**config.mk**
```make
export PLATFORM = sky130hd
export DESIGN_NAME = hex_sr_ctrl
export DESIGN_NICKNAME = d
export VERILOG_FILES = /design/src/rtl/hex_sr_ctrl_pkg.sv /design/src/rtl/hex_sr_ring_pos.sv /design/src/rtl/hex_sr_ctrl.sv
export SDC_FILE = /design/constraint.sdc
export NUM_CORES = 1
export LEC_CHECK = 0
export CAP_MARGIN = 20
export CORE_UTILIZATION = 50
export DETAILED_ROUTE_END_ITERATION = 6
export PLACE_DENSITY_LB_ADDON = 0.05
export SLEW_MARGIN = 25
export SYNTH_ARGS = -nofsm -noshare
export SYNTH_HDL_FRONTEND = slang
export SYNTH_SLANG_ARGS = --single-unit
```
**constraint.sdc**
```tcl
create_clock -name clk -period 4.24 [get_ports clk]
set_clock_uncertainty 0.2 [all_clocks]
set_input_delay 1.06 -clock clk [delete_from_list [all_inputs] [get_ports clk]]
set_output_delay 1.06 -clock clk [all_outputs]
set_load 0.01 [all_outputs]
```
**src/rtl/hex_sr_ctrl_pkg.sv**
```systemverilog
// hex_sr_ctrl shared definitions
// state encoding, word width and default ring depth
package hex_sr_ctrl_pkg;

  localparam int WORD_W     = 6;
  localparam int LENGTH_DEF = 40;
  localparam int IDXW_DEF   = 6;

  typedef enum logic [1:0] {
    EMPTY = 2'd0,
    LOAD  = 2'd1,
    CIRC  = 2'd2
  } state_t;

endpackage

```
**src/rtl/hex_sr_ring_pos.sv**
```systemverilog
// hex_sr_ring_pos: modulo-LENGTH counter
// clear has priority over enable; wraps at LENGTH-1
module hex_sr_ring_pos #(
  parameter int LENGTH = 40,
  parameter int IDXW   = 6
) (
  input  logic            clk,
  input  logic            rst_n,
  input  logic            clr,
  input  logic            en,
  output logic [IDXW-1:0] cnt
);

  localparam logic [IDXW-1:0] LAST = IDXW'(LENGTH - 1);

  // count up with explicit wrap at LENGTH
  always_ff @(posedge clk or negedge rst_n) begin
    if (!rst_n) begin
      cnt <= '0;
    end else if (clr) begin
      cnt <= '0;
    end else if (en) begin
      if (cnt == LAST) begin
        cnt <= '0;
      end else begin
        cnt <= cnt + IDXW'(1);
      end
    end
  end

endmodule

```
**src/rtl/hex_sr_ctrl.sv**
```systemverilog
// hex_sr_ctrl: loader and random-index reader
// for the recirculating hex shift register ring
module hex_sr_ctrl
  import hex_sr_ctrl_pkg::*;
#(
  parameter int                LENGTH = LENGTH_DEF,
  parameter int                IDXW   = IDXW_DEF,
  parameter logic [WORD_W-1:0] FILL   = 6'h00
) (
  input  logic              clk,
  input  logic              rst_n,
  input  logic              load_start,
  input  logic [WORD_W-1:0] din,
  input  logic              din_valid,
  output logic              din_ready,
  output logic [WORD_W-1:0] sr_data,
  output logic              sr_recirc,
  input  logic [WORD_W-1:0] sr_out_data,
  output logic              ring_valid,
  output logic              frame_start,
  output logic              underrun,
  input  logic              rd_req,
  input  logic [IDXW-1:0]   rd_idx,
  output logic              rd_busy,
  output logic              rd_valid,
  output logic [WORD_W-1:0] rd_data
);

  localparam logic [IDXW-1:0] LAST  = IDXW'(LENGTH - 1);
  localparam logic [IDXW:0]   LEN_X = (IDXW+1)'(LENGTH);

  state_t            state;
  state_t            state_nx;
  logic [IDXW-1:0]   cnt;
  logic [IDXW-1:0]   pos;
  logic [IDXW-1:0]   rd_idx_q;
  logic              in_load;
  logic              in_circ;
  logic              load_done;
  logic              rd_acc;
  logic              rd_hit;

  assign in_load = (state == LOAD);
  assign in_circ = (state == CIRC);

  // last load word this cycle, not pre-empted
  assign load_done = in_load
                   && (cnt == LAST)
                   && !load_start;

  assign rd_acc = rd_req
               && in_circ
               && !rd_busy
               && ({1'b0, rd_idx} < LEN_X)
               && !load_start;

  // requested word is at the ring output
  assign rd_hit = rd_busy
               && (pos == rd_idx_q)
               && !load_start;

  hex_sr_ring_pos #(
    .LENGTH (LENGTH),
    .IDXW   (IDXW)
  ) u_cnt (
    .clk   (clk),
    .rst_n (rst_n),
    .clr   (load_start),
    .en    (in_load),
    .cnt   (cnt)
  );

  hex_sr_ring_pos #(
    .LENGTH (LENGTH),
    .IDXW   (IDXW)
  ) u_pos (
    .clk   (clk),
    .rst_n (rst_n),
    .clr   (load_done),
    .en    (in_circ),
    .cnt   (pos)
  );

  // state register
  always_ff @(posedge clk or negedge rst_n) begin
    if (!rst_n) begin
      state <= EMPTY;
    end else begin
      state <= state_nx;
    end
  end

  // next state and ring-side decodes
  always_comb begin
    state_nx    = state;
    sr_recirc   = 1'b1;
    sr_data     = FILL;
    din_ready   = 1'b0;
    frame_start = 1'b0;
    unique case (state)
      EMPTY: begin
        if (load_start) begin
          state_nx = LOAD;
        end
      end
      LOAD: begin
        sr_recirc = 1'b0;
        din_ready = 1'b1;
        if (din_valid) begin
          sr_data = din;
        end
        if (load_start) begin
          state_nx = LOAD;
        end else if (cnt == LAST) begin
          state_nx = CIRC;
        end
      end
      CIRC: begin
        frame_start = (pos == '0);
        if (load_start) begin
          state_nx = LOAD;
        end
      end
      default: begin
        state_nx = EMPTY;
      end
    endcase
  end

  // load status flags
  always_ff @(posedge clk or negedge rst_n) begin
    if (!rst_n) begin
      ring_valid <= 1'b0;
      underrun   <= 1'b0;
    end else if (load_start) begin
      ring_valid <= 1'b0;
      underrun   <= 1'b0;
    end else begin
      if (load_done) begin
        ring_valid <= 1'b1;
      end
      if (in_load && !din_valid) begin
        underrun <= 1'b1;
      end
    end
  end

  // read tracking: accept, wait, capture
  always_ff @(posedge clk or negedge rst_n) begin
    if (!rst_n) begin
      rd_busy  <= 1'b0;
      rd_idx_q <= '0;
      rd_valid <= 1'b0;
      rd_data  <= '0;
    end else begin
      rd_valid <= rd_hit;
      if (load_start) begin
        rd_busy <= 1'b0;
      end else if (rd_acc) begin
        rd_busy  <= 1'b1;
        rd_idx_q <= rd_idx;
      end else if (rd_hit) begin
        rd_busy <= 1'b0;
      end
      if (rd_hit) begin
        rd_data <= sr_out_data;
      end
    end
  end

endmodule

```
==> impl_table.tex, run 1 <==
\begin{tabular}{lr}
\hline
Metric & Value \\
\hline
\multicolumn{2}{l}{\textbf{Die}} \\
\quad Width of the chip & 55.53 microns \\
\quad I/O pins & 42 \\
\quad Die Ht & 55.53 microns \\
\quad Die area & 3084 sq um \\
\quad Std-Cell Rows & 19 \\
\quad Initial Utilization & 52.40\% \\
\quad Core area & 2734 sq um \\
\multicolumn{2}{l}{\textbf{Critical path}} \\
\quad Crit-path max FO & 7 \\
\quad Kind of end point of the critical path & output pin \\
\quad WP data arrival & 2350 ps \\
\quad CP Launch Type & input port \\
\quad Class of the most critical setup path & input port to output pin \\
\quad Data required time at the worst endpoint & 2980 ps \\
\quad CP startpoint & din\_valid \\
\quad Reg-to-Reg Start & u\_cnt.cnt[0] \\
\multicolumn{2}{l}{\textbf{Power}} \\
\quad Standby leakage power & 0.8802 nW \\
\quad Net switching component of the power & 0.0001460 W \\
\quad Comb pwr share & 13.9\% \\
\quad Sequential Power Share & 54.8\% \\
\quad Total power density per cell area & 294.7 nW/um\^{}2 \\
\quad VDD IR max & 227.3 uV \\
\quad Share of total power in the clock network & 31.3\% \\
\quad Cell internal pwr & 0.0004262 W \\
\quad Switching fraction of total power & 25.52\% \\
\multicolumn{2}{l}{\textbf{Timing}} \\
\quad Total Negative Setup Slacks & 0 ps \\
\quad Setup ws final & 629.9 ps \\
\quad Actual transition at the worst max-transition pin & 924.9 ps \\
\quad Fmax & 277.0 MHz \\
\quad Final setup violation count & 0 \\
\quad Final Cycle Share & 85.14\% \\
\quad Post-layout minimum cycle time & 3610 ps \\
\quad Max Transition Viols Final & 0 \\
\quad RSZ-0062 raised after global routing & false \\
\quad Relative slew margins & 37.87\% \\
\quad Total count of hold-check failures in the final report & 0 \\
\quad Worst-case hold slack & 294.9 ps \\
\multicolumn{2}{l}{\textbf{Clock network}} \\
\quad Total setup buffers inserted after CTS & 0 \\
\quad Hold bufs inserted after CTS & 0 \\
\quad Clk Latency, worst-skew pair & 330 ps \\
\quad Longest Clk Path Bufs & 2 \\
\quad Number of clock buffers inserted by TritonCTS & 5 \\
\quad H-tree depth & 2 \\
\quad CTS tree & done \\
\quad Clock root cell & clkbuf\_4 \\
\quad Post-CTS sizing & 0 \\
\quad Clock transition at path regs & 90 ps \\
\quad Num Clock Sinks & 30 \\
\multicolumn{2}{l}{\textbf{Route}} \\
\quad Vias after detailed routing & 1145 \\
\quad DRT iter0 DRCs & 67 \\
\quad Number of vias per cell & 5.427 \\
\quad DRC Markers & 0 \\
\quad TritonRoute pass-1 iters & 6 \\
\quad Wire length reported by the detailed router & 2934 microns \\
\quad WL per Instance & 13.91 microns \\
\quad Post-route antenna net violation count & 0 \\
\multicolumn{2}{l}{\textbf{Global routing}} \\
\quad Met3 Usage GRT & 7.494\% \\
\quad Via count of the first global-routing pass & 1168 \\
\quad GR Overflow Total & 0 \\
\quad Initial antenna violation count & 0 \\
\quad Global route hottest layer & met2 \\
\quad Largest net degree at the start of global routing & 31 \\
\quad Combined global-route utilization of all metal layers & 21.41\% \\
\quad First-pass GRT wire length & 5030 microns \\
\quad Met2 track demand over resource & 33.05\% \\
\quad Routing usage on met1 & 25.59\% \\
\multicolumn{2}{l}{\textbf{Finish}} \\
\quad Net count, final & 205 \\
\quad Layout cell share with drive strength beyond 1 & 14.44\% \\
\quad Ant diodes & 0 \\
\quad Layout Area Growth over Synthesis & 35.55\% \\
\quad Cell Count, Final, Fillers Out & 211 \\
\quad Final-layout fill cell count & 206 \\
\multicolumn{2}{l}{\textbf{Logic synthesis}} \\
\quad Syn Inst Count & 133 \\
\quad Mapped Area & 1433 sq um \\
\quad Distinct cell type count after synthesis & 28 \\
\quad Dominant cells by area after synthesis & dfrtp\_1, mux2\_2, xnor2\_1, nand2\_1, nor2\_1 \\
\quad Most area-hungry cell type in the Yosys netlist & dfrtp\_1 \\
\quad Number of synthesized register bits & 30 \\
\quad Fraction of post-synthesis cell area in the top cell type by area & 52.40\% \\
\quad Yosys warnings & 0 \\
\quad Sequential fraction of the synthesis area & 52.40\% \\
\quad Total nets after synthesis & 159 \\
\quad Post-synthesis area per instance & 10.77 sq um \\
\multicolumn{2}{l}{\textbf{Hold path}} \\
\quad Worst hold path type & register to register \\
\quad Hold path startpoint & ring\_valid \\
\multicolumn{2}{l}{\textbf{Placed design}} \\
\quad Instance count after placement with tap cells included & 203 \\
\quad Worst Setup Slack post-DPL & 652.4 ps \\
\quad Placed wire-length estimate & 2206 microns \\
\quad Global placement routability congestion & 0.8165 \\
\quad Count of port buffers added during placement & 41 \\
\multicolumn{2}{l}{\textbf{Outcome}} \\
\quad Status & finished clean \\
\multicolumn{2}{l}{\textbf{Run}} \\
\quad Maxcap violations & 0 \\
\hline
\end{tabular}
-- flip-flops by register name (all words and copies together) (netlist names) --
signal / flops
rd_data: 6
state: 2
rd_busy: 1
u_cnt.cnt: 6
u_pos.cnt: 6
rd_idx_q: 6
underrun: 1
rd_valid: 1
ring_valid: 1
-- layout make-up --
type                            count  area (sq um)  share of cell area (%)
Clock buffer                        6         51.30                   2.642
Inverter                            6         22.52                   1.160
Clock inverter                      2         12.51                  0.6443
Timing Repair Buffer               42         417.9                   21.52
Multi-Input combinational cell     94         648.1                   33.38
Sequential cell                    30         750.7                   38.66
Tap cell                           31         38.79                   1.997
-- worst max-delay path, cell delays in order --
cell             delay [ps]
clkdlybuf4s50_1         560
and3_1                  190
clkdlybuf4s50_1         530
-- cells by family (layout without fill, tap and decap cells) --
logic type | Yosys count | after routing | synth area share (%)
AND/OR/NAND/NOR | 52 | 52 | 19.30
buffers and inverters | 9 | 56 | 2.358
flip-flops | 30 | 30 | 52.40
multiplexers | 12 | 12 | 9.432
AO/OA/AOI/OAI | 16 | 16 | 7.162
adder cells (fa/ha/maj) | 3 | 3 | 2.620
XOR/XNOR | 11 | 11 | 6.725
-- power by group through the flow --
stage	Combinational, W	Sequential, W	Clock (W)
after floorplan	0.0000336	0.000317	0
after global placement	0.0000777	0.000318	0
after detailed placement	0.0000807	0.000319	0
after CTS	0.0000811	0.000314	0.000185
after global routing	0.0000891	0.000316	0.000195
final	0.0000798	0.000314	0.000179
-- metrics by stage --
| step | utilization [%] | instance area (sq um) | total power [W] |
|---|---|---|---|
| 2_1_floorplan | - | 1433 | 0.0003507 |
| 3_5_place_dp | 68.70 | 1878 | 0.0003998 |
| 6_report | 71.03 | 1942 | 0.0005722 |
| 5_1_grt | 71.03 | 1942 | 0.0006002 |
| 4_1_cts | 71.03 | 1942 | 0.0005795 |
| 3_3_place_gp | 68.70 | 1878 | 0.0003959 |
-- layer usage --
layer,share of wire [%],wire length [microns],up-vias
met5,0,0,-
met4,2.7,79,0
met1,45,1315,551
li1,-,-,559
met3,4.0,117,11
met2,48,1422,24
-- cells in the mapped netlist (all sizes together) --
cell	instances
xor2	4
o21ai	1
nor4	1
nor2b	1
a41oi	1
and4	1
nand2b	2
or2	1
clkbuf	3
ha	3
and3	9
mux2	12
inv	6
o211ai	1
xnor2	7
nand4	6
a21o	1
a211o	1
a211oi	1
nand2	14
a311oi	2
a21oi	8
dfrtp	30
nor3	1
nand3	2
or3b	1
nor2	13
-- final timing paths --
path / end / slack [ps] / cells after the start
worst max register to register: state[1] / 2110 / 4
max in group asynchronous: rd_idx_q[1] / 2640 / 2
worst min register to register: ring_valid / 290 / 1
min in group asynchronous: u_pos.cnt[2] / 900 / 2
worst max-delay path: sr_data[4] / 630 / 3
worst min-delay path: ring_valid / 290 / 1
-- placed cells by master (no fill, tap or decap), drive strengths merged, types with 2 or more instances in the layout --
master         count
clkdlybuf4s50     41
dfrtp             30
nand2             14
nor2              13
mux2              12
and3               9
a21oi              8
xnor2              7
inv                6
nand4              6
clkbuf             6
xor2               4
ha                 3
nand2b             2
nand3              2
a311oi             2
No activity file was read; power rests on OpenSTA's default activity.
==> inputs of run 2 (changes only) <==
--- a/config.mk
+++ b/config.mk
@@ -6,6 +6,7 @@
 export NUM_CORES = 1
 export LEC_CHECK = 0
 export CAP_MARGIN = 20
+export CORE_ASPECT_RATIO = 1.4
 export CORE_UTILIZATION = 50
 export DETAILED_ROUTE_END_ITERATION = 6
 export PLACE_DENSITY_LB_ADDON = 0.05
==> impl_table.tex, run 2 (synthesized netlist as in run 1, its figures left out) <==
\begin{tabular}{lr}
\hline
Metric & Value \\
\hline
\multicolumn{2}{l}{\textbf{Global routing}} \\
\quad First-pass GRT wire length & 4581 microns \\
\quad Via count of the first global-routing pass & 1094 \\
\quad Largest net degree at the start of global routing & 31 \\
\quad GR Overflow Total & 0 \\
\quad Initial antenna violation count & 0 \\
\quad Combined global-route utilization of all metal layers & 21.54\% \\
\multicolumn{2}{l}{\textbf{Placed design}} \\
\quad Count of port buffers added during placement & 41 \\
\quad Placed wire-length estimate & 2243 microns \\
\quad Worst Setup Slack post-DPL & 657.6 ps \\
\quad Global placement routability congestion & 0.7473 \\
\quad Instance count after placement with tap cells included & 208 \\
\multicolumn{2}{l}{\textbf{Clock network}} \\
\quad Total setup buffers inserted after CTS & 0 \\
\quad Clock root cell & clkbuf\_4 \\
\quad Longest Clk Path Bufs & 2 \\
\quad Hold bufs inserted after CTS & 0 \\
\quad H-tree depth & 2 \\
\quad Clock transition at path regs & 90 ps \\
\quad Clk Latency, worst-skew pair & 320 ps \\
\quad CTS tree & done \\
\quad Post-CTS sizing & 0 \\
\quad Number of clock buffers inserted by TritonCTS & 5 \\
\quad Num Clock Sinks & 30 \\
\multicolumn{2}{l}{\textbf{Critical path}} \\
\quad CP Launch Type & input port \\
\quad Kind of end point of the critical path & output pin \\
\quad Class of the most critical setup path & input port to output pin \\
\quad WP data arrival & 2310 ps \\
\quad Data required time at the worst endpoint & 2980 ps \\
\quad Crit-path max FO & 7 \\
\multicolumn{2}{l}{\textbf{Timing}} \\
\quad Setup ws final & 673.3 ps \\
\quad Fmax & 280.4 MHz \\
\quad Post-layout minimum cycle time & 3567 ps \\
\quad RSZ-0062 raised after global routing & false \\
\quad Final setup violation count & 0 \\
\quad Total Negative Setup Slacks & 0 ps \\
\quad Actual transition at the worst max-transition pin & 812.3 ps \\
\quad Relative slew margins & 45.43\% \\
\quad Max Transition Viols Final & 0 \\
\quad Total count of hold-check failures in the final report & 0 \\
\quad Final Cycle Share & 84.12\% \\
\multicolumn{2}{l}{\textbf{Finish}} \\
\quad Layout Area Growth over Synthesis & 34.67\% \\
\quad Total area of sequential cells & 750.7 sq um \\
\quad Net count, final & 205 \\
\quad Ant diodes & 0 \\
\quad Layout cell share with drive strength beyond 1 & 12.85\% \\
\quad Area of the multi-input gates & 648.1 sq um \\
\quad Most common cell after layout, fill and taps aside & clkdlybuf4s50\_1 \\
\quad Most frequent cells in the layout & clkdlybuf4s50\_1, dfrtp\_1, nand2\_1, nor2\_1, mux2\_2 \\
\quad Final-layout fill cell count & 210 \\
\quad Cell Count, Final, Fillers Out & 215 \\
\multicolumn{2}{l}{\textbf{Route}} \\
\quad Number of vias per cell & 5.349 \\
\quad WL per Instance & 13.47 microns \\
\quad DRT iter0 DRCs & 21 \\
\quad Post-route antenna net violation count & 0 \\
\quad Wire length reported by the detailed router & 2895 microns \\
\quad Vias after detailed routing & 1150 \\
\quad DRC Markers & 0 \\
\quad TritonRoute pass-1 iters & 2 \\
\multicolumn{2}{l}{\textbf{Power}} \\
\quad Overall Power & 0.0005452 W \\
\quad Comb pwr share & 14.6\% \\
\quad Net switching component of the power & 0.0001360 W \\
\quad Switching fraction of total power & 24.95\% \\
\quad VDD IR max & 203.9 uV \\
\quad Standby leakage power & 0.8713 nW \\
\quad Total power density per cell area & 282.6 nW/um\^{}2 \\
\quad Sequential Power Share & 57.4\% \\
\quad Cell internal pwr & 0.0004092 W \\
\quad Share of total power in the clock network & 28.0\% \\
\multicolumn{2}{l}{\textbf{Die}} \\
\quad I/O pins & 42 \\
\quad Std-Cell Rows & 22 \\
\quad Core area & 2670 sq um \\
\quad Die area & 3086 sq um \\
\quad Width of the chip & 47.24 microns \\
\quad Initial Utilization & 53.66\% \\
\quad Die Ht & 65.34 microns \\
\multicolumn{2}{l}{\textbf{Outcome}} \\
\quad Status & finished clean \\
\multicolumn{2}{l}{\textbf{Run}} \\
\quad Maxcap violations & 0 \\
\multicolumn{2}{l}{\textbf{Hold path}} \\
\quad Worst hold path type & register to register \\
\hline
\end{tabular}
## run 2: path summary, 6_finish.rpt
check | startpoint | endpoint | slack (ps) | cells past startpoint
hold / removal | ring_valid | ring_valid | 300 | 1
min in group asynchronous | rst_n | u_cnt.cnt[4] | 910 | 2
setup reg to reg | u_pos.cnt[0] | rd_data[3] | 2230 | 4
hold reg to reg | ring_valid | ring_valid | 300 | 1
setup / recovery | din_valid | sr_data[1] | 670 | 3
max in group asynchronous | rst_n | u_pos.cnt[3] | 2650 | 2
## run 2: power by group through the flow
stage,clock network (W),registers (W),logic (W)
2_1_floorplan,0,0.000317,0.0000336
3_3_place_gp,0,0.000318,0.0000779
3_5_place_dp,0,0.000319,0.0000808
4_1_cts,0.000158,0.000313,0.0000810
5_1_grt,0.000170,0.000315,0.0000894
6_report,0.000153,0.000313,0.0000795
## run 2: critical path, stage by stage
cell and delay (ps):
clkdlybuf4s50_1 530, and3_1 180, clkdlybuf4s50_1 540
## run 2: area by class of cell
cell class	instances	share of cell area (%)
timing repair buffer	42	21.66
inverter	6	1.167
tap	36	2.335
sequential	30	38.91
clock buffer	7	2.335
multi-input combinational	94	33.59
## run 2: per-stage QoR
stage               cell area (sq um)  hold slack (ps)  util (%)
finish                           1929            296.8     72.26
floorplan                        1433            250.1         -
detailed placement               1884            277.3     70.57
global placement                 1884            262.6     70.57
global route                     1929            322.6     72.26
CTS                              1929            298.3     72.26
## run 2: per-layer routing
layer / GRT usage, % / vias to the layer above / routed length (microns)
li1: - / 559 / -
met1: 22.51 / 551 / 1100
met2: 36.13 / 34 / 1553
met3: 7.418 / 6 / 170
met4: 11.07 / 0 / 70
met5: 0 / - / 0
